[config.mk]
export PLATFORM = sky130hd
export DESIGN_NAME = screen_mem_arbiter
export DESIGN_NICKNAME = d
export VERILOG_FILES = /design/src/rtl/screen_mem_arbiter.sv
export SDC_FILE = /design/constraint.sdc
export NUM_CORES = 1
export LEC_CHECK = 0
export ABC_AREA = 1
export CAP_MARGIN = 0
export CORE_MARGIN = 8
export CORE_UTILIZATION = 24
export DETAILED_ROUTE_END_ITERATION = 6
export GPL_ROUTABILITY_DRIVEN = 0
export PLACE_DENSITY_LB_ADDON = 0.08
export REMOVE_ABC_BUFFERS = 1
export SETUP_SLACK_MARGIN = 0.3
export SYNTH_ARGS = -nofsm -noshare
export SYNTH_HDL_FRONTEND = slang
export SYNTH_SLANG_ARGS = --single-unit
[constraint.sdc]
create_clock -name clk -period 1.2 [get_ports clk]
set_input_delay 0.24 -clock clk [delete_from_list [all_inputs] [get_ports clk]]
set_output_delay 0.24 -clock clk [all_outputs]
set_load 0.02 [all_outputs]
[src/rtl/screen_mem_arbiter.sv]
// Shares the single-ported 2 KB system RAM between the 6502 core and the screen fetch port.
// Video takes the port at an opcode fetch (or after a bounded wait) and the stalled fetch is replayed on hand-back.
module screen_mem_arbiter #(
    parameter int MAX_WAIT = 12
) (
    input  logic        clk,
    input  logic        reset,
    input  logic [15:0] cpu_addr,
    input  logic        cpu_we,
    input  logic [7:0]  cpu_dout,
    input  logic        cpu_sync,
    output logic [7:0]  cpu_din,
    output logic        cpu_rdy,
    input  logic        vid_req,
    input  logic [10:0] vid_addr,
    output logic [7:0]  vid_data,
    output logic        vid_grant,
    output logic [10:0] mem_addr,
    output logic        mem_we,
    output logic [7:0]  mem_wdata,
    input  logic [7:0]  mem_rdata
);

    localparam logic [1:0] ST_CPU_OWN   = 2'd0;
    localparam logic [1:0] ST_WAIT_SYNC = 2'd1;
    localparam logic [1:0] ST_VID_OWN   = 2'd2;
    localparam logic [1:0] ST_RETURN    = 2'd3;

    localparam logic [3:0] MAX_WAIT_C = 4'(MAX_WAIT);

    logic [1:0] state_r;
    logic [1:0] state_next_s;
    logic [3:0] wait_cnt_r;
    logic [3:0] wait_cnt_next_s;
    logic       vid_grant_r;
    logic       grant_now_s;
    logic       cpu_in_ram_s;

    // Writes above the 2 KB window never reach the RAM.
    assign cpu_in_ram_s = (cpu_addr[15:11] == 5'd0);

    // A write cycle is never interrupted, so the handover waits for cpu_we low.
    assign grant_now_s = (state_r == ST_WAIT_SYNC) && vid_req && !cpu_we &&
                         (cpu_sync || (wait_cnt_r == MAX_WAIT_C));

    assign cpu_din   = mem_rdata;
    assign vid_data  = mem_rdata;
    assign mem_wdata = cpu_dout;
    assign vid_grant = vid_grant_r;

    // Next-state and wait-counter decode.
    always_comb begin
        state_next_s    = state_r;
        wait_cnt_next_s = 4'd0;
        case (state_r)
            ST_CPU_OWN: begin
                if (vid_req) begin
                    state_next_s = ST_WAIT_SYNC;
                end else begin
                    state_next_s = ST_CPU_OWN;
                end
            end
            ST_WAIT_SYNC: begin
                if (!vid_req) begin
                    state_next_s = ST_CPU_OWN;
                end else if (grant_now_s) begin
                    state_next_s = ST_VID_OWN;
                end else begin
                    state_next_s = ST_WAIT_SYNC;
                    // Saturate so a long write keeps the timeout condition armed.
                    if (wait_cnt_r == MAX_WAIT_C) begin
                        wait_cnt_next_s = wait_cnt_r;
                    end else begin
                        wait_cnt_next_s = wait_cnt_r + 4'd1;
                    end
                end
            end
            ST_VID_OWN: begin
                if (vid_req) begin
                    state_next_s = ST_VID_OWN;
                end else begin
                    state_next_s = ST_RETURN;
                end
            end
            ST_RETURN: begin
                state_next_s = ST_CPU_OWN;
            end
            default: begin
                state_next_s = ST_CPU_OWN;
            end
        endcase
    end

    // RAM port steering and CPU stall decode.
    always_comb begin
        mem_addr = cpu_addr[10:0];
        mem_we   = cpu_we & cpu_in_ram_s;
        cpu_rdy  = 1'b1;
        case (state_r)
            ST_CPU_OWN: begin
                mem_addr = cpu_addr[10:0];
                mem_we   = cpu_we & cpu_in_ram_s;
                cpu_rdy  = 1'b1;
            end
            ST_WAIT_SYNC: begin
                // The fetch in the grant cycle is stalled and replayed in RETURN.
                mem_addr = cpu_addr[10:0];
                mem_we   = cpu_we & cpu_in_ram_s;
                cpu_rdy  = !grant_now_s;
            end
            ST_VID_OWN: begin
                mem_addr = vid_addr;
                mem_we   = 1'b0;
                cpu_rdy  = 1'b0;
            end
            ST_RETURN: begin
                mem_addr = cpu_addr[10:0];
                mem_we   = 1'b0;
                cpu_rdy  = 1'b0;
            end
            default: begin
                mem_addr = cpu_addr[10:0];
                mem_we   = cpu_we & cpu_in_ram_s;
                cpu_rdy  = 1'b1;
            end
        endcase
    end

    // State, wait counter and grant flag registers.
    always_ff @(posedge clk) begin
        if (reset) begin
            state_r     <= ST_CPU_OWN;
            wait_cnt_r  <= 4'd0;
            vid_grant_r <= 1'b0;
        end else begin
            state_r     <= state_next_s;
            wait_cnt_r  <= wait_cnt_next_s;
            vid_grant_r <= (state_next_s == ST_VID_OWN);
        end
    end

endmodule
# Yosys cells after proc, flatten, opt, wreduce, memory -nomap -nowiden
# Index checks and enable logic that the tools add are counted.
# totals
ff_bits,7
out_inout_bits,38
wordCells,32
inputBits,48
# op_classes
reduce_logical,12
add_sub_neg,1
muxes,8
n_eq_ne,5
bitwise_logic,3
# op_table
operator,n
11-bit one-hot mux with 2 select lines,1
2-bit one-hot mux with 4 select lines,1
"2-bit equality test, second input constant",3
5-bit logical NOT,1
"4-bit by 1-bit adder with 4-bit output, second input constant",1
"4-bit equality test, second input constant",1
2-bit 2-to-1 mux,2
2-bit OR reduction,2
4-bit OR reduction,1
1-bit logical AND,3
1-bit one-hot mux with 3 select lines,1
3-bit OR reduction,1
"2-bit by 1-bit equality test with 1-bit output, second input constant",1
1-bit logical NOT,2
2-bit logical NOT,1
1-bit 2-to-1 mux,2
1-bit NOT,2
1-bit one-hot mux with 2 select lines,1
1-bit bitwise AND,1
1-bit logical OR,1

# Logic depth before layout (Yosys ltp)
# Gate-level depths: netlist (run 1).
# logic_depth
word_depth,8
depth_mapped,8
mapped_depth_nobuf,8

# Least setup slack after synthesis (run 1)
# Ideal clock, no wire load.
# synth_path
kind,register to output
startpoint,reg wait_cnt_r[0]
endpoint,out cpu_rdy
path_stages_with_launch,6
arrival_time_ps,1211
t_required_ps,960
n_path_buf,0
slack_ps,-251
path_cell_list,dfxtp_1 -> inv_1 -> ha_1 -> nand3_1 -> nand2_1 -> a21oi_1
# synth_via
elab_chain_len,5
# synth_rtl
element,line_no,text
start: declaration,33,logic [3:0] wait_cnt_r;
start signal: assignment,137,wait_cnt_r <= wait_cnt_next_s;
4-bit equality test,44,(cpu_sync || (wait_cnt_r == MAX_WAIT_C));
1-bit logical OR,44,
1-bit logical AND,43,assign grant_now_s = (state_r == ST_WAIT_SYNC) && vid_req && !cpu_we &&
1-bit logical NOT,109,cpu_rdy = !grant_now_s;
1-bit one-hot mux with 3 select lines,99,case (state_r)
end: declaration,13,"output logic cpu_rdy,"
# No other way between the ends.

# Worst setup path in the final report (run 1)
# layout_path
startpoint,reg state_r[0]
endpoint,out mem_addr[10]
# layout_via
elab_chain_len,3
word_cells_on_any_way,6
classes_between,eq/ne (3); mux (1); reduce/logical (2)
# layout_rtl
element,line_no,text
start: declaration,31,logic [1:0] state_r;
start signal: assignment,136,state_r <= state_next_s;
"2-bit by 1-bit equality test with 1-bit output, or another cell as far along",99,
3-bit OR reduction (no source line),-,
11-bit one-hot mux with 2 select lines *,99,
end: declaration,18,"output logic [10:0] mem_addr,"
# Mark *: on every way between the ends. The rest lies on a longest branch, timed or not.

==> impl_metrics.tcl, run 1 <==
set metrics [dict create \
    area_delta_synth_final_pct 85.0 \
    syn_area_sq_um 719 \
    grt_pass1_wl_um 3710 \
    cts_made_buffers 3 \
    grt_max_degree 7 \
    p_leak_uw 0.000642 \
    hold_violations 0 \
    synth_fa_ha_area_share_pct 3.48 \
    start_kind "register" \
    fp.dieH_um 70.8 \
    crit_fanout 6 \
    die_area_sq_mm 0.00501 \
    maxCapViolCount 0 \
    powerDensity_mw_per_mm2 570 \
    antenna_found_initial 0 \
    place_area_sq_mm 0.00112 \
    path_class "reg -> out" \
    drt_iter0_drc 16 \
    finalCritPeriodShare_pct 126 \
    drc 0 \
    avgSynthCellArea_sq_um 8.18 \
    cts_htree_levels 1 \
    rsz0062_at_grt "true" \
    fin_skew_ns 0.00576 \
    dpl.hpwl_um 1870 \
    layout-drive-gt1-share_pct 55.5 \
    cts.sinks 7 \
    design_area_sq_mm 0.00133 \
    grt.total_usage_pct 9.28 \
    place_ws_ns -0.693 \
    cts_tree "built" \
    chipWidth_um 70.8 \
    num_antenna_cells 0 \
    critPathRequiredTime_ns 0.96 \
    cp.arrival_ns 1.27 \
    worst_hold_path_type "in -> out" \
    worst_slack_ns -0.307 \
    synth_compound_area_share_pct 3.48 \
    fmax_mhz 664 \
    yosys.area_share.simple_pct 16.9 \
    p_total_uw 759 \
    mostFrequentLayoutCells "clkdlybuf4s50_1, buf_6, buf_4" \
    ir_worst_vdd_v 0.000448 \
    synthXorXnorAreaFrac_pct 2.43 \
    initial_core_util_pct 24.4 \
    yosys.area.top_type "buf_4" \
    routed_via_density 4.25 \
    fin_nets 179 \
    io_pins 86 \
    slew_violations 0 \
    overflow 0 \
    outcome "finished with violations" \
    slew_headroom_pct 83.3 \
    min_period_ns 1.51 \
    synth_seq_cells 7 \
    ctsHoldBuffers 0 \
    wl_per_cell_um 14.9 \
    clkTransAtPathRegs_ns 0.05 \
    violations "setup timing" \
    worst_setup_path_end_kind "output pin" \
    num_rows 20 \
    yosys-mux-area-fraction_pct 21.9 \
    tightest_slew_ns 0.248 \
    grt_pass1_vias 719 \
    drt-pass1-iter-count 2 \
    clock_path_buffers 2 \
    ant_nets 0 \
    setup_violations 13 \
    final_common_cell "clkdlybuf4s50_1" \
    cts_root_buf "clkbuf_4" \
    synthCells 88 \
    ys_types 17 \
    core_sq_mm 0.00295 \
    ys_warn_count 0 \
    clk_latency_ns 0.25 \
    synth_top_family_by_area "buffers and inverters" \
    num_vias 685 \
    routed_wl_um 2400 \
    synth_top_area_share_pct 25.0 \
    portBuffers 45 \
    yosys-top-cells-area "buf_4, dfxtp_1, mux2_4" \
    yosysSeqAreaShare_pct 19.5 \
]
[metal layers]
layer / share of wire [%] / vias up / GRT usage [%]
li1: - / 337 / -
met1: 47 / 299 / 12.1
met2: 40 / 47 / 11.8
met3: 13 / 2 / 6.07
met4: 0.33 / 0 / 2.77
met5: 0 / - / 0
[where the power goes]
part           leakage (uW)  internal, uW  total [uW]  switching (uW)
logic              0.000568           198         309             112
clock network     0.0000150           126         207            80.6
registers         0.0000590           239         243            3.60
[through the flow]
| step | TNS, ns | cells | util (%) | hold WS [ns] |
|---|---|---|---|---|
| 2_1_floorplan | -0.861 | 63 | - | 0.309 |
| 3_3_place_gp | -8.27 | 153 | 38.0 | 0.480 |
| 3_5_place_dp | -8.21 | 153 | 38.0 | 0.480 |
| 4_1_cts | -4.19 | 159 | 42.5 | 0.480 |
| 5_1_grt | -4.47 | 161 | 45.1 | 0.480 |
| 6_report | -3.70 | 161 | 45.1 | 0.480 |
[synthesized netlist by cell type]
library cell   n
mux2_2         2
nor2_1         9
nand3_2        2
buf_4         24
nor4_1         1
nand2_1        7
nand2_2        2
nand3_1        3
inv_1         11
buf_6          1
xor2_1         2
ha_1           2
dfxtp_1        7
nor3b_1        1
mux2_4         9
a21oi_1        3
o21ai_0        2
[worst max-delay path, cell delays in order, from the launching register on]
cell	delay (ns)
dfxtp_2	0.33
inv_2	0.04
nand2_4	0.09
buf_12	0.13
mux2_4	0.30
buf_6	0.13
[sequential cells by signal, indices dropped and copies added, names as in the netlist]
| register | cells |
|---|---|
| state_r | 2 |
| vid_grant | 1 |
| wait_cnt_r | 4 |
[repair_timing]
item                                    4_1_cts  5_1_grt
cloned                                        1        0
pin swaps                                     8        9
gates resized for setup                     109       18
endpoints found under the setup margin       21       21
setup buffers                                 1        2
[cells by family (layout without fill, tap and decap cells)]
kind of cell / Yosys count / in the layout
xor gates and xnor gates: 2 / 2
buffers and inverters: 36 / 76
and+or+nand+nor: 25 / 25
adders and majority gates: 2 / 2
muxes: 11 / 11
AOI/OAI and AO/OA: 5 / 5
DFF: 7 / 7
[cell type report]
class | instances | area (sq um)
timing repair buffer | 61 | 623
multi-input combinational | 45 | 450
tap | 33 | 41.3
inverter | 11 | 43.8
sequential | 7 | 146
fill | 284 | 1620
clock buffer | 4 | 26.3
[path summary, 6_finish.rpt]
path,startpoint,end,slack [ns],cells past startpoint
worst min register to register,wait_cnt_r[0],wait_cnt_r[0],0.62,4
worst min-delay path,cpu_dout[0],mem_wdata[0],0.48,0
worst max-delay path,state_r[0],mem_addr[10],-0.31,5
worst max register to register,wait_cnt_r[1],wait_cnt_r[0],0.04,8
Power figures use the tool's default switching activity.
==> run 2: changes to the inputs <==
--- a/config.mk
+++ b/config.mk
@@ -7,10 +7,12 @@
 export LEC_CHECK = 0
 export ABC_AREA = 1
 export CAP_MARGIN = 0
+export CORE_ASPECT_RATIO = 0.8
 export CORE_MARGIN = 8
 export CORE_UTILIZATION = 24
 export DETAILED_ROUTE_END_ITERATION = 6
 export GPL_ROUTABILITY_DRIVEN = 0
+export GPL_TIMING_DRIVEN = 0
 export PLACE_DENSITY_LB_ADDON = 0.08
 export REMOVE_ABC_BUFFERS = 1
 export SETUP_SLACK_MARGIN = 0.3
==> impl_metrics.tcl, run 2 (synthesized netlist as in run 1, its figures left out) <==
set metrics [dict create \
    seqPwrFrac_pct 28.0 \
    setup_tns_ns -3.43 \
    met2_usage_pct 14.8 \
    clkPwrFrac_pct 37.5 \
    grtUsageMet1_pct 11.5 \
    ir_worst_vdd_v 0.000702 \
    hold_violations 0 \
    ctsHoldBuffers 0 \
    p_total_uw 874 \
    critPathRequiredTime_ns 0.96 \
    crit_fanout 5 \
    dpl.hpwl_um 1900 \
    num_rows 17 \
    crit_chain "inv_4, nand2_8, buf_6, mux2_4, buf_6" \
    intPower_uw 659 \
    grt.total_usage_pct 9.70 \
    die_area_sq_mm 0.00502 \
    initial_core_util_pct 25.6 \
    drt-pass1-iter-count 2 \
    cts_made_buffers 3 \
    cpMaxStageDelayCell "dfxtp_2" \
    netSwitchingFraction_pct 24.6 \
    routed_via_density 4.22 \
    outcome "finished with violations" \
    worst_slack_ns -0.303 \
    critPathTopFamily "buffers and inverters" \
    hold_ws_ns 0.480 \
    fp.dieH_um 65.0 \
    grt_max_degree 7 \
    switchingPower_uw 215 \
    cpPeakStageDelay_ns 0.33 \
    final_common_cell "clkdlybuf4s50_1" \
    layout-drive-gt1-share_pct 53.9 \
    slew_violations 0 \
    clock_path_buffers 2 \
    start_kind "register" \
    cp_num_buf_inv 3 \
    largest_reg_flops 4 \
    fin_skew_ns 0.000588 \
    chipWidth_um 77.2 \
    cts_tree "built" \
    reg2reg_setup_slack_ns -0.01 \
    maxCapViolCount 0 \
    worst_hold_path_type "in -> out" \
    power_frac_comb_pct 34.5 \
    cts.sinks 7 \
    fmax_mhz 665 \
    overflow 0 \
    p_leak_uw 0.000622 \
    core_sq_mm 0.00281 \
    drt_iter0_drc 7 \
    num_vias 700 \
    path_class "reg -> out" \
    wl_per_cell_um 15.8 \
    clkTransAtPathRegs_ns 0.04 \
    mostFrequentLayoutCells "clkdlybuf4s50_1, buf_6, mux2_4" \
    grt_busiest_layer "met2" \
    place_area_sq_mm 0.00103 \
    tightest_slew_ns 0.233 \
    path_common_cell "buf_6" \
    min_period_ns 1.50 \
    grt_pass1_vias 772 \
    finalCritPeriodShare_pct 125 \
    slew_headroom_pct 84.3 \
    cts_root_buf "clkbuf_8" \
    place_ws_ns -0.756 \
    drc 0 \
    rsz0062_at_grt "true" \
    cp.arrival_ns 1.26 \
    design_area_sq_mm 0.00133 \
    routed_wl_um 2630 \
    powerDensity_mw_per_mm2 656 \
    violations "setup timing" \
    clk_latency_ns 0.22 \
    ant_nets 0 \
    fin_nets 179 \
    top_register "wait_cnt_r" \
    io_pins 86 \
    portBuffers 45 \
    cts_htree_levels 1 \
    area_delta_synth_final_pct 85.0 \
    worst_setup_path_end_kind "output pin" \
    grt_util_met3_pct 5.65 \
    antenna_found_initial 0 \
    num_antenna_cells 0 \
    grt_pass1_wl_um 3820 \
    setup_violations 15 \
    fill_cells 284 \
]
[run 2: cell types whose count changed in the layout (fill, tap and decap cells not counted), sizes merged]
cell | before | now
buf | 30 | 29
nand2 | 9 | 10
[run 2: what timing repair did]
item,CTS,global route
endpoints found under the setup margin,21,21
pin swaps,9,7
buffers inserted,11,4
gates resized for setup,118,11
cloned,1,0
endpoints found under the hold margin,0,0
[run 2: worst paths after layout]
path	startpoint	cells past startpoint	to
max reg2reg	wait_cnt_r[1]	8	wait_cnt_r[3]
min reg2reg	wait_cnt_r[0]	4	wait_cnt_r[0]
min	cpu_dout[0]	0	mem_wdata[0]
max	state_r[0]	5	mem_addr[3]
[run 2: worst register-to-register path: stages, from the launching register on]
cell     delay (ns)
dfxtp_2        0.32
inv_2          0.05
ha_4           0.16
nand3_4        0.09
buf_6          0.10
buf_6          0.11
inv_4          0.03
nor3b_2        0.17
nor2_1         0.07
[run 2: stage by stage]
step / util (%) / instances
after floorplan: - / 63
after global placement: 36.5 / 146
after detailed placement: 36.5 / 146
after CTS: 44.9 / 162
after global routing: 47.4 / 166
final: 47.4 / 166
[run 2: power groups by stage]
stage / combinational, uW / clock [uW] / sequential (uW)
2_1_floorplan: 96.5 / 0 / 248
3_3_place_gp: 254 / 0 / 248
3_5_place_dp: 254 / 0 / 248
4_1_cts: 289 / 336 / 245
5_1_grt: 321 / 366 / 245
6_report: 301 / 327 / 245
[run 2: layout make-up]
| type | count | area (sq um) | area share (%) |
|---|---|---|---|
| Tap cell | 38 | 47.5 | 3.57 |
| Clock buffer | 4 | 45.0 | 3.38 |
| Multi-Input combinational cell | 46 | 449 | 33.7 |
| Sequential cell | 7 | 149 | 11.2 |
| Timing Repair Buffer | 60 | 592 | 44.5 |
| Inverter | 11 | 48.8 | 3.67 |
[run 2: layer usage]
layer,part of all wire (%),vias up
met5,0,-
met4,0.72,0
met3,8.7,2
met2,49,43
met1,42,318
li1,-,337
